--- config.mk ---
export PLATFORM = sky130hd
export DESIGN_NAME = alun_pipe
export DESIGN_NICKNAME = d
export VERILOG_FILES = /design/src/rtl/alun_pkg.sv /design/src/rtl/alun_core.sv /design/src/rtl/alun_pipe.sv
export SDC_FILE = /design/constraint.sdc
export NUM_CORES = 1
export LEC_CHECK = 0
export BUFFER_PORTS_ARGS = -buffer_cell sky130_fd_sc_hd__buf_2
export CAP_MARGIN = 20
export CORE_UTILIZATION = 38
export DETAILED_ROUTE_END_ITERATION = 10
export GPL_TIMING_DRIVEN = 0
export SKIP_LAST_GASP = 1
export SYNTH_ARGS = -nofsm -noshare
export SYNTH_HDL_FRONTEND = slang
export SYNTH_HIERARCHICAL = 1
export SYNTH_SLANG_ARGS = --single-unit
--- constraint.sdc ---
create_clock -name clk -period 3.2 [get_ports clk]
set_input_delay 0 -clock clk [delete_from_list [all_inputs] [get_ports clk]]
set_output_delay 0 -clock clk [all_outputs]
set_load 0.05 [all_outputs]
--- src/rtl/alun_pkg.sv ---
// Shared types for the pipelined ALU: opcode encoding and result flags.
package alun_pkg;

  typedef enum logic [2:0] {
    OP_ADD   = 3'd0,
    OP_SUB   = 3'd1,
    OP_AND   = 3'd2,
    OP_OR    = 3'd3,
    OP_XOR   = 3'd4,
    OP_NOTA  = 3'd5,
    OP_PASSB = 3'd6,
    OP_CMP   = 3'd7
  } op_e;

  typedef struct packed {
    logic cout;
    logic zero;
    logic neg;
    logic ovf;
  } flags_t;

  // Opcodes that go through the adder and therefore produce carry/overflow.
  function automatic logic is_arith(input op_e op);
    return (op == OP_ADD) || (op == OP_SUB) || (op == OP_CMP);
  endfunction

endpackage

--- src/rtl/alun_core.sv ---
// Combinational ALU datapath: one shared adder for ADD/SUB/CMP plus logic ops.
module alun_core
  import alun_pkg::*;
#(
  parameter int WIDTH = 4
) (
  input  op_e              op,
  input  logic [WIDTH-1:0] a,
  input  logic [WIDTH-1:0] b,
  input  logic             cin,
  output logic [WIDTH-1:0] y,
  output flags_t           flags
);

  logic [WIDTH-1:0] b_eff;
  logic             c_eff;
  logic [WIDTH:0]   sum;
  logic             arith;

  // Adder operand selection: subtract/compare add the inverted b; CMP forces carry-in.
  always_comb begin
    arith = is_arith(op);
    b_eff = (op == OP_ADD) ? b : ~b;
    c_eff = (op == OP_CMP) ? 1'b1 : cin;
    sum   = {1'b0, a} + {1'b0, b_eff} + {{WIDTH{1'b0}}, c_eff};
  end

  // Result mux and flag generation.
  always_comb begin
    y = '0;
    unique case (op)
      OP_ADD, OP_SUB, OP_CMP: y = sum[WIDTH-1:0];
      OP_AND:                 y = a & b;
      OP_OR:                  y = a | b;
      OP_XOR:                 y = a ^ b;
      OP_NOTA:                y = ~a;
      OP_PASSB:               y = b;
      default:                y = '0;
    endcase
    flags.cout = arith & sum[WIDTH];
    flags.zero = (y == '0);
    flags.neg  = y[WIDTH-1];
    // Signed overflow: both adder inputs share a sign that the result does not.
    flags.ovf  = arith & (a[WIDTH-1] == b_eff[WIDTH-1]) & (sum[WIDTH-1] != a[WIDTH-1]);
  end

endmodule

--- src/rtl/alun_pipe.sv ---
// Two-stage valid/ready ALU pipeline with optional accumulator.
// S1 holds the captured operation, S2 holds the computed result and flags.
module alun_pipe
  import alun_pkg::*;
#(
  parameter int WIDTH  = 4,
  parameter bit ACC_EN = 1'b1
) (
  input  logic             clk,
  input  logic             rst,
  input  logic             in_valid,
  output logic             in_ready,
  input  logic [2:0]       op,
  input  logic [WIDTH-1:0] a,
  input  logic [WIDTH-1:0] b,
  input  logic             cin,
  input  logic             use_acc,
  input  logic             acc_wr,
  output logic             out_valid,
  input  logic             out_ready,
  output logic [WIDTH-1:0] y,
  output logic             cout,
  output logic             zero,
  output logic             neg,
  output logic             ovf
);

  logic             s1_valid_q, s1_valid_d;
  op_e              s1_op_q, s1_op_d;
  logic [WIDTH-1:0] s1_a_q, s1_a_d;
  logic [WIDTH-1:0] s1_b_q, s1_b_d;
  logic             s1_cin_q, s1_cin_d;
  logic             s1_use_acc_q, s1_use_acc_d;
  logic             s1_acc_wr_q, s1_acc_wr_d;

  logic             s2_valid_q, s2_valid_d;
  logic [WIDTH-1:0] y_q, y_d;
  flags_t           flags_q, flags_d;

  logic [WIDTH-1:0] acc_q, acc_d;

  logic             s2_free;
  logic             accept;
  logic             advance;
  logic [WIDTH-1:0] core_a;
  logic [WIDTH-1:0] core_y;
  flags_t           core_flags;

  // Handshake: S1 may move into S2 when S2 is empty or draining this cycle.
  always_comb begin
    s2_free  = !s2_valid_q || out_ready;
    in_ready = !s1_valid_q || s2_free;
    accept   = in_valid && in_ready;
    advance  = s1_valid_q && s2_free;
    core_a   = (ACC_EN && s1_use_acc_q) ? acc_q : s1_a_q;
  end

  alun_core #(.WIDTH(WIDTH)) u_core (
    .op    (s1_op_q),
    .a     (core_a),
    .b     (s1_b_q),
    .cin   (s1_cin_q),
    .y     (core_y),
    .flags (core_flags)
  );

  // S1 capture on accept; empties when its op moves on without a replacement.
  always_comb begin
    s1_valid_d   = s1_valid_q;
    s1_op_d      = s1_op_q;
    s1_a_d       = s1_a_q;
    s1_b_d       = s1_b_q;
    s1_cin_d     = s1_cin_q;
    s1_use_acc_d = s1_use_acc_q;
    s1_acc_wr_d  = s1_acc_wr_q;
    if (accept) begin
      s1_valid_d   = 1'b1;
      s1_op_d      = op_e'(op);
      s1_a_d       = a;
      s1_b_d       = b;
      s1_cin_d     = cin;
      s1_use_acc_d = use_acc && ACC_EN;
      s1_acc_wr_d  = acc_wr && ACC_EN;
    end else if (advance) begin
      s1_valid_d = 1'b0;
    end
  end

  // S2 result register; held stable while the consumer stalls.
  always_comb begin
    s2_valid_d = s2_valid_q;
    y_d        = y_q;
    flags_d    = flags_q;
    if (advance) begin
      s2_valid_d = 1'b1;
      y_d        = core_y;
      flags_d    = core_flags;
    end else if (out_ready) begin
      s2_valid_d = 1'b0;
    end
  end

  // Accumulator updates on the S1->S2 transfer, so the next op in S1 sees it.
  always_comb begin
    acc_d = acc_q;
    if (ACC_EN && advance && s1_acc_wr_q && (s1_op_q != OP_CMP)) begin
      acc_d = core_y;
    end
  end

  // State registers with synchronous reset.
  always_ff @(posedge clk) begin
    if (rst) begin
      s1_valid_q   <= 1'b0;
      s1_op_q      <= OP_ADD;
      s1_a_q       <= '0;
      s1_b_q       <= '0;
      s1_cin_q     <= 1'b0;
      s1_use_acc_q <= 1'b0;
      s1_acc_wr_q  <= 1'b0;
      s2_valid_q   <= 1'b0;
      y_q          <= '0;
      flags_q      <= '0;
      acc_q        <= '0;
    end else begin
      s1_valid_q   <= s1_valid_d;
      s1_op_q      <= s1_op_d;
      s1_a_q       <= s1_a_d;
      s1_b_q       <= s1_b_d;
      s1_cin_q     <= s1_cin_d;
      s1_use_acc_q <= s1_use_acc_d;
      s1_acc_wr_q  <= s1_acc_wr_d;
      s2_valid_q   <= s2_valid_d;
      y_q          <= y_d;
      flags_q      <= flags_d;
      acc_q        <= acc_d;
    end
  end

  assign out_valid = s2_valid_q;
  assign y         = y_q;
  assign cout      = flags_q.cout;
  assign zero      = flags_q.zero;
  assign neg       = flags_q.neg;
  assign ovf       = flags_q.ovf;

endmodule

==> key figures, run 1 <==
Layout
  • # diodes: 0
  • Commonest non-fill, non-tap cell in the layout: nand2b_1
  • Final nets: 287
  • Final instance area: 2310 sq um
  • Most frequent cells in the layout: nand2b_1 (37), buf_2 (30), dfxtp_1 (28)
  • Share of layout cells above drive strength 1: 21.3%
  • Layout area overhead: 21.7%
  • Fill count: 508

Clock network
  • Clk Latency, worst-skew pair: 0.27 ns
  • Postcts setup bufs: 0
  • Clk slew on worst S/H paths: 0.09 ns
  • CTS max path bufs: 2
  • CTS root buf: clkbuf_8
  • CTS sink count: 28
  • CTS buffer count: 3
  • CTS tree: done
  • # H-tree levels: 1

Power
  • Sw frac: 32.5%
  • Logic pwr share: 33.2%
  • Internal power: 0.000582 W
  • Net Switching: 0.000280 W
  • Power Density: 374 nW/um^2
  • Peak supply drop: 176 uV
  • Clock share of power: 21.7%
  • Static Leakage: 0.967 nW
  • Flop pwr share: 45.1%

Timing
  • Final period util: 90.3%
  • Clk_skew: 0.00405 ns
  • Setup TNS: 0 ns
  • Achievable Freq: 0.346 GHz
  • Period minus WS final: 2.89 ns
  • Relative slew slack: 73.0%
  • Final setup fails: 0
  • Fin. Hold Viols: 0
  • Slew Limit Fails: 0
  • Tightest Pin Transition: 0.403 ns
  • Fin Hold WS: 0.124 ns
  • RSZ-0062 raised after global routing: false

Global route
  • All-Layer GR Usage: 16.6%
  • First-pass GRT wire length: 6.78 mm
  • Global route overflow: 0
  • Vias in the first global route: 1461
  • Largest net degree at the start of global routing: 15
  • Initial antenna violation count: 0

Critical path
  • Crit path max-delay family: adder cells
  • Cell count of the worst reg-to-reg path: 10
  • Crit Path Category: reg -> reg
  • R2r setup slk: 0.31 ns
  • CP max stage delay: 0.46 ns
  • Buffers plus inverters on the worst setup path: 1
  • CP Launch Point: s1_op_q[0]$_SDFFE_PP0P_
  • Critical path launch point type: register
  • Kind of end point of the critical path: register
  • CP required: 3.41 ns
  • Arr. time, crit path: 3.10 ns
  • Slowest cell on crit path: fa_1
  • Worst r2r dst: zero$_SDFFE_PP0P_
  • Cell repeated most along the worst path: fa_1
  • FF-to-FF Start: s1_op_q[0]$_SDFFE_PP0P_
  • Crit path cell chain: buf_2 > nor3_4 > xnor2_1 > fa_1 > fa_1 > xor2_1 > a2bb2oi_2 > nor4_2 > nand3_1 > a21oi_1
  • Crit-path max FO: 10

Min path
  • Hold crit path type: in -> reg
  • Hold Startpoint: rst
  • Hold EP: s1_cin_q$_SDFFE_PP0P_
  • Hold path cells: 3

Drt
  • DRT iter0 DRCs: 77
  • Vias after detailed routing: 1541
  • Routed WL per cell: 12.3 microns
  • # DRC: 0
  • Vias per cell: 4.82
  • WL final: 3.94 mm
  • Antenna-violating nets left: 0
  • Drt pass-1 iters: 4

Run status
  • Outcome: finished, final reports clean

Placement
  • Input/output buffers: 26
  • RD Place Congestion: 0.796
  • Placed cell areas: 2110 sq um
  • Placed wire-length estimate: 2.92 mm

Yosys
  • Synth Cell Area: 1890 sq um
  • Syn Area/Cell: 9.06 sq um
  • Synth warn: 6
  • Most area-hungry cell type in the Yosys netlist: dfxtp_1
  • #FFs+latches synth: 28
  • Distinct cells, synth: 43
  • Synth Instances: 209
  • Area contributors post-synth: dfxtp_1 (30%), nand2b_1 (12%), mux2i_1 (9.5%)
  • Mapped Nets: 241
  • Seq/Total Area, Yosys: 29.6%
  • Share of the synthesized area in the top cell type: 29.6%

Floorplanning
  • Starting Density: 39.8%
  • Die area: 5270 sq um
  • FP Rows: 25
  • Die Span X: 72.6 microns
  • Die Ht: 72.6 microns
  • Top-Level Pins: 28
  • Core box area: 4750 sq um

Job
  • MaxCap Viol Count: 0
-- per-stage QoR --
stage	setup WS, ns	cells	total power (W)	util (%)
floorplan	0.609	209	0.000606	-
global placement	0.223	302	0.000666	44.3
detailed placement	0.215	302	0.000669	44.3
CTS	0.183	320	0.000872	48.4
global route	0.00794	320	0.000920	48.5
finish	0.311	320	0.000861	48.5
-- cell families (layout without fill, tap and decap cells) --
| family | after synthesis | after routing | share of synthesized area [%] |
|---|---|---|---|
| XOR/XNOR | 7 | 7 | 3.24 |
| multiplexers | 22 | 22 | 11.9 |
| buffers and inverters | 29 | 73 | 8.12 |
| AND/OR/NAND/NOR | 64 | 64 | 20.4 |
| AO/OA/AOI/OAI | 45 | 45 | 16.7 |
| adder cells (fa/ha/maj) | 14 | 14 | 10.0 |
| flip-flops | 28 | 28 | 29.6 |
-- metal layers --
metal / global-route usage, % / vias up / wire length [microns]
met4: 4.58 / 0 / 43
met1: 23.6 / 715 / 2000
met3: 2.07 / 4 / 76
li1: - / 806 / -
met2: 26.6 / 16 / 1820
met5: 0 / - / 0
-- sequential cells by signal (all words and copies together), names as in the netlist --
register      cells
acc_q             4
cout              1
neg               1
out_valid         1
ovf               1
s1_a_q            4
s1_acc_wr_q       1
s1_b_q            4
s1_cin_q          1
s1_op_q           3
s1_use_acc_q      1
s1_valid_q        1
y                 4
zero              1
-- repair_timing --
item	CTS	global route
endpoints found under the setup margin	0	1
endpoints found under the hold margin	15	0
resized for setup	0	1
hold buffers	15	0
-- synth_stat cells (all sizes together) --
master and instances:
mux2i 18, nand3 11, mux2 4, a21o 1, nor2 3, a211o 1, nor4 1, and4 1
inv 15, a2bb2oi 3, ha 12, and2b 1, a21oi 16, o2bb2ai 1, buf 9, a22o 1
xnor2 6, nand2 5, xor2 1, a32oi 1, nor2b 1, dfxtp 28, and2 2, clkbuf 5
nor3 2, o221ai 2, a31oi 1, o221a 1, nand2b 37, o21ai 11, a22oi 3, a21boi 1
fa 2, o211ai 2
-- worst max path at each step --
stage          depth (start not counted)           endpoint  slack [ns]
2_1_floorplan                         10  zero$_SDFFE_PP0P_        0.61
5_1_grt                               10  zero$_SDFFE_PP0P_       0.008
6_report                              10  zero$_SDFFE_PP0P_        0.31
4_1_cts                               10  zero$_SDFFE_PP0P_        0.18
3_5_place_dp                          10  zero$_SDFFE_PP0P_        0.22
3_3_place_gp                          10  zero$_SDFFE_PP0P_        0.22
-- cell type report --
| class | instances | area, sq um | share of cell area [%] |
|---|---|---|---|
| inverters | 15 | 56.3 | 2.44 |
| well taps | 67 | 83.8 | 3.64 |
| flip-flops and latches | 28 | 561 | 24.3 |
| multi-input cells | 152 | 1190 | 51.4 |
| repair buffers | 41 | 280 | 12.2 |
| clock buffers | 3 | 41.3 | 1.79 |
| plain buffers | 14 | 97.6 | 4.23 |
-- power by group through the flow --
stage | clock network [W] | logic (W) | registers, W
global route | 0.000209 | 0.000319 | 0.000392
detailed placement | 0 | 0.000271 | 0.000397
floorplan | 0 | 0.000186 | 0.000419
finish | 0.000187 | 0.000286 | 0.000389
CTS | 0.000198 | 0.000285 | 0.000389
global placement | 0 | 0.000269 | 0.000397
-- worst register-to-register path, stage by stage (launching register included) --
cell and delay [ns]:
dfxtp_1 0.39, buf_2 0.23, nor3_4 0.34, xnor2_1 0.14, fa_1 0.46, fa_1 0.44
xor2_1 0.19, a2bb2oi_2 0.12, nor4_2 0.29, nand3_1 0.11, a21oi_1 0.13
Power figures use the tool's default switching activity.
==> run 2, diff against run 1 <==
- ABC_AREA: default -> 1
==> run 2 against run 1 <==
The flow now finishes with violations (design-rule violations). Fmax rose by 2.7%. Sequential share of layout area up 1.0 points. Worst hold slack got worse by 0.089 ns. Critical path type unchanged. Critical endpoint unchanged. Largest power group unchanged.
==> key figures, run 2 <==
Run status
  • Outcome: finished with violations
  • Failing checks: design-rule violations

Yosys
  • #FFs+latches synth: 28
  • Synth Instances: 255
  • Most common cell in the netlist: nor2_1
  • Most area-hungry cell type in the Yosys netlist: dfxtp_1
  • Fraction of registers with async set/reset: 0%
  • Number of flops mapped to enable cells by yosys: 0
  • Mapped Nets: 287
  • Share of the synthesized area in the top cell type: 31.3%
  • Main flop type after synthesis: dfxtp_1
  • Synth Cell Area: 1790 sq um
  • Most frequent cells after synthesis: nor2_1 (61), nand2_1 (36), inv_1 (29)
  • Syn Area/Cell: 7.03 sq um
  • Distinct cells, synth: 26
  • Area contributors post-synth: dfxtp_1 (31%), nor2_1 (13%), ha_1 (8.4%)
  • Seq/Total Area, Yosys: 31.3%
  • Synth warn: 6

Layout
  • # diodes: 0
  • Commonest non-fill, non-tap cell in the layout: nor2_1
  • Final nets: 334
  • Area of the multi-input gates: 1030 sq um
  • Cell Count, Final, Fillers Out: 353
  • Layout area overhead: 23.5%
  • Fill count: 475
  • Sequential cell area: 561 sq um
  • Share of layout cells above drive strength 1: 21.6%
  • Most frequent cells in the layout: nor2_1 (61), nand2_1 (36), inv_1 (29), buf_2 (29), dfxtp_1 (28)
  • Final Util: 49.8%

Critical path
  • CP max stage delay: 0.46 ns
  • R2r setup slk: 0.39 ns
  • Cell count of the worst reg-to-reg path: 12
  • Crit path cell chain: nor2_1 > nand2_1 > xor2_1 > fa_1 > fa_1 > xor2_1 > nand2_1 > nand2_1 > nand2_1 > nor2_1 > o21ai_0 > nor2_1
  • Crit path max-delay family: simple AND/OR/NAND/NOR gates
  • Slowest cell on crit path: fa_1
  • Cell repeated most along the worst path: nand2_1
  • Kind of end point of the critical path: register
  • Cell count along the critical path: 12
  • CP Launch Point: s1_op_q[0]$_SDFFE_PP0P_
  • Crit Path Category: reg -> reg
  • Critical path launch point type: register
  • FF-to-FF Start: s1_op_q[0]$_SDFFE_PP0P_
  • Worst r2r dst: zero$_SDFFE_PP0P_
  • Buffers plus inverters on the worst setup path: 0
  • Crit-path max FO: 7
  • Setup crit end: zero$_SDFFE_PP0P_
  • Arr. time, crit path: 3.00 ns
  • CP required: 3.38 ns

Global route
  • First-pass GRT wire length: 6.97 mm
  • All-Layer GR Usage: 17.4%
  • Vias in the first global route: 1576
  • Initial antenna violation count: 0
  • Largest net degree at the start of global routing: 17
  • Global route overflow: 0

Clock network
  • Postcts setup bufs: 0
  • Hold_buf cts: 15
  • # H-tree levels: 1
  • Clk Latency, worst-skew pair: 0.28 ns
  • CTS buffer count: 3
  • Post_cts resized: 0
  • CTS max path bufs: 2
  • Clk slew on worst S/H paths: 0.10 ns
  • CTS tree: done
  • CTS root buf: clkbuf_8
  • CTS sink count: 28

Min path
  • Hold crit path type: in -> reg

Timing
  • Setup TNS: 0 ns
  • Setup slack after layout: 0.386 ns
  • Achievable Freq: 0.355 GHz
  • Final period util: 88.0%
  • Slew Limit Fails: 0
  • Clk_skew: 0.00213 ns
  • Fin. Hold Viols: 0
  • Period minus WS final: 2.81 ns
  • Tightest Pin Transition: 0.382 ns
  • Final setup fails: 0
  • Relative slew slack: 74.4%
  • RSZ-0062 raised after global routing: false

Power
  • Power Density: 441 nW/um^2
  • Static Leakage: 1.09 nW
  • Peak supply drop: 184 uV

Floorplanning
  • Top-Level Pins: 28
  • Die Ht: 70.7 microns
  • Core box area: 4440 sq um
  • Die Span X: 70.7 microns
  • FP Rows: 24
  • Die area: 5000 sq um
  • Starting Density: 40.3%

Drt
  • Vias after detailed routing: 1639
  • Antenna-violating nets left: 0
  • Vias per cell: 4.64
  • Routed WL per cell: 11.0 microns
  • # DRC: 8
  • Drt pass-1 iters: 7
  • WL final: 3.89 mm
  • DRT iter0 DRCs: 71

Placement
  • Cell Count Post-Placement: 334
  • RD Place Congestion: 0.873
  • Input/output buffers: 27
  • Placement Setup Slack: 0.420 ns
  • Placed wire-length estimate: 2.89 mm

Job
  • MaxCap Viol Count: 0
run 2: cell count changes in the layout (fill, tap and decap cells not counted), sizes merged, moves of 5 or more:
cell / before / now
a21oi: 16 / 3
clkbuf: 8 / 3
inv: 15 / 33
mux2i: 18 / 0
nand2: 5 / 40
nand2b: 37 / 0
nand4: 0 / 6
nor2: 3 / 73
o21ai: 11 / 22
xnor2: 6 / 0
run 2: worst min-delay path by stage:
stage,startpoint,end,cells after the start
after floorplan,rst,out_valid$_SDFFE_PP0P_,1
after global placement,rst,s1_valid_q$_SDFFE_PP0P_,2
after detailed placement,rst,s1_valid_q$_SDFFE_PP0P_,2
after CTS,out_ready,out_valid$_SDFFE_PP0P_,4
after global routing,out_ready,s1_valid_q$_SDFFE_PP0P_,4
final,out_ready,s1_valid_q$_SDFFE_PP0P_,4
run 2: cell families after synthesis:
logic type	synth area share, %
muxes	2.51
AOI/OAI and AO/OA	7.81
DFF	31.3
xor gates and xnor gates	2.44
adders and majority gates	10.6
buffers and inverters	11.1
and+or+nand+nor	34.3
run 2: through the flow:
stage | instance area (sq um) | power, W | hold slack, ns
after CTS | 2210 | 0.000989 | 0.0221
after floorplan | 1790 | 0.000621 | 0.0691
after detailed placement | 1990 | 0.000687 | 0.203
after global placement | 1990 | 0.000684 | 0.196
after global routing | 2210 | 0.00105 | 0.0579
final | 2210 | 0.000977 | 0.0342
run 2: metal layers:
metal	wire length, microns	part of all wire [%]	GRT usage (%)	vias up
met1	1920	49	22.5	702
met3	170	4.4	2.71	7
met4	71	1.8	6.22	0
met5	0	0	0	-
li1	-	-	-	892
met2	1730	44	29.6	38
run 2: layout make-up:
class / instances / share of cell area, %
well taps: 52 / 2.94
plain buffers: 8 / 3.16
clock inverters: 1 / 1.36
flip-flops and latches: 28 / 25.3
multi-input cells: 186 / 46.7
repair buffers: 42 / 12.9
inverters: 33 / 5.82
clock buffers: 3 / 1.86
run 2: worst reg2reg max path: stages (launching register included):
cell and delay [ns]:
dfxtp_1 0.40, nor2_1 0.35, nand2_1 0.24, xor2_1 0.21, fa_1 0.46, fa_1 0.43, xor2_1 0.16, nand2_1 0.06
nand2_1 0.09, nand2_1 0.08, nor2_1 0.03, o21ai_0 0.16, nor2_1 0.05
run 2: power by group:
group	internal [W]	total [W]	switching, W
Clock	0.000168	0.000285	0.000118
Combinational	0.000117	0.000299	0.000182
Sequential	0.000373	0.000393	0.0000202
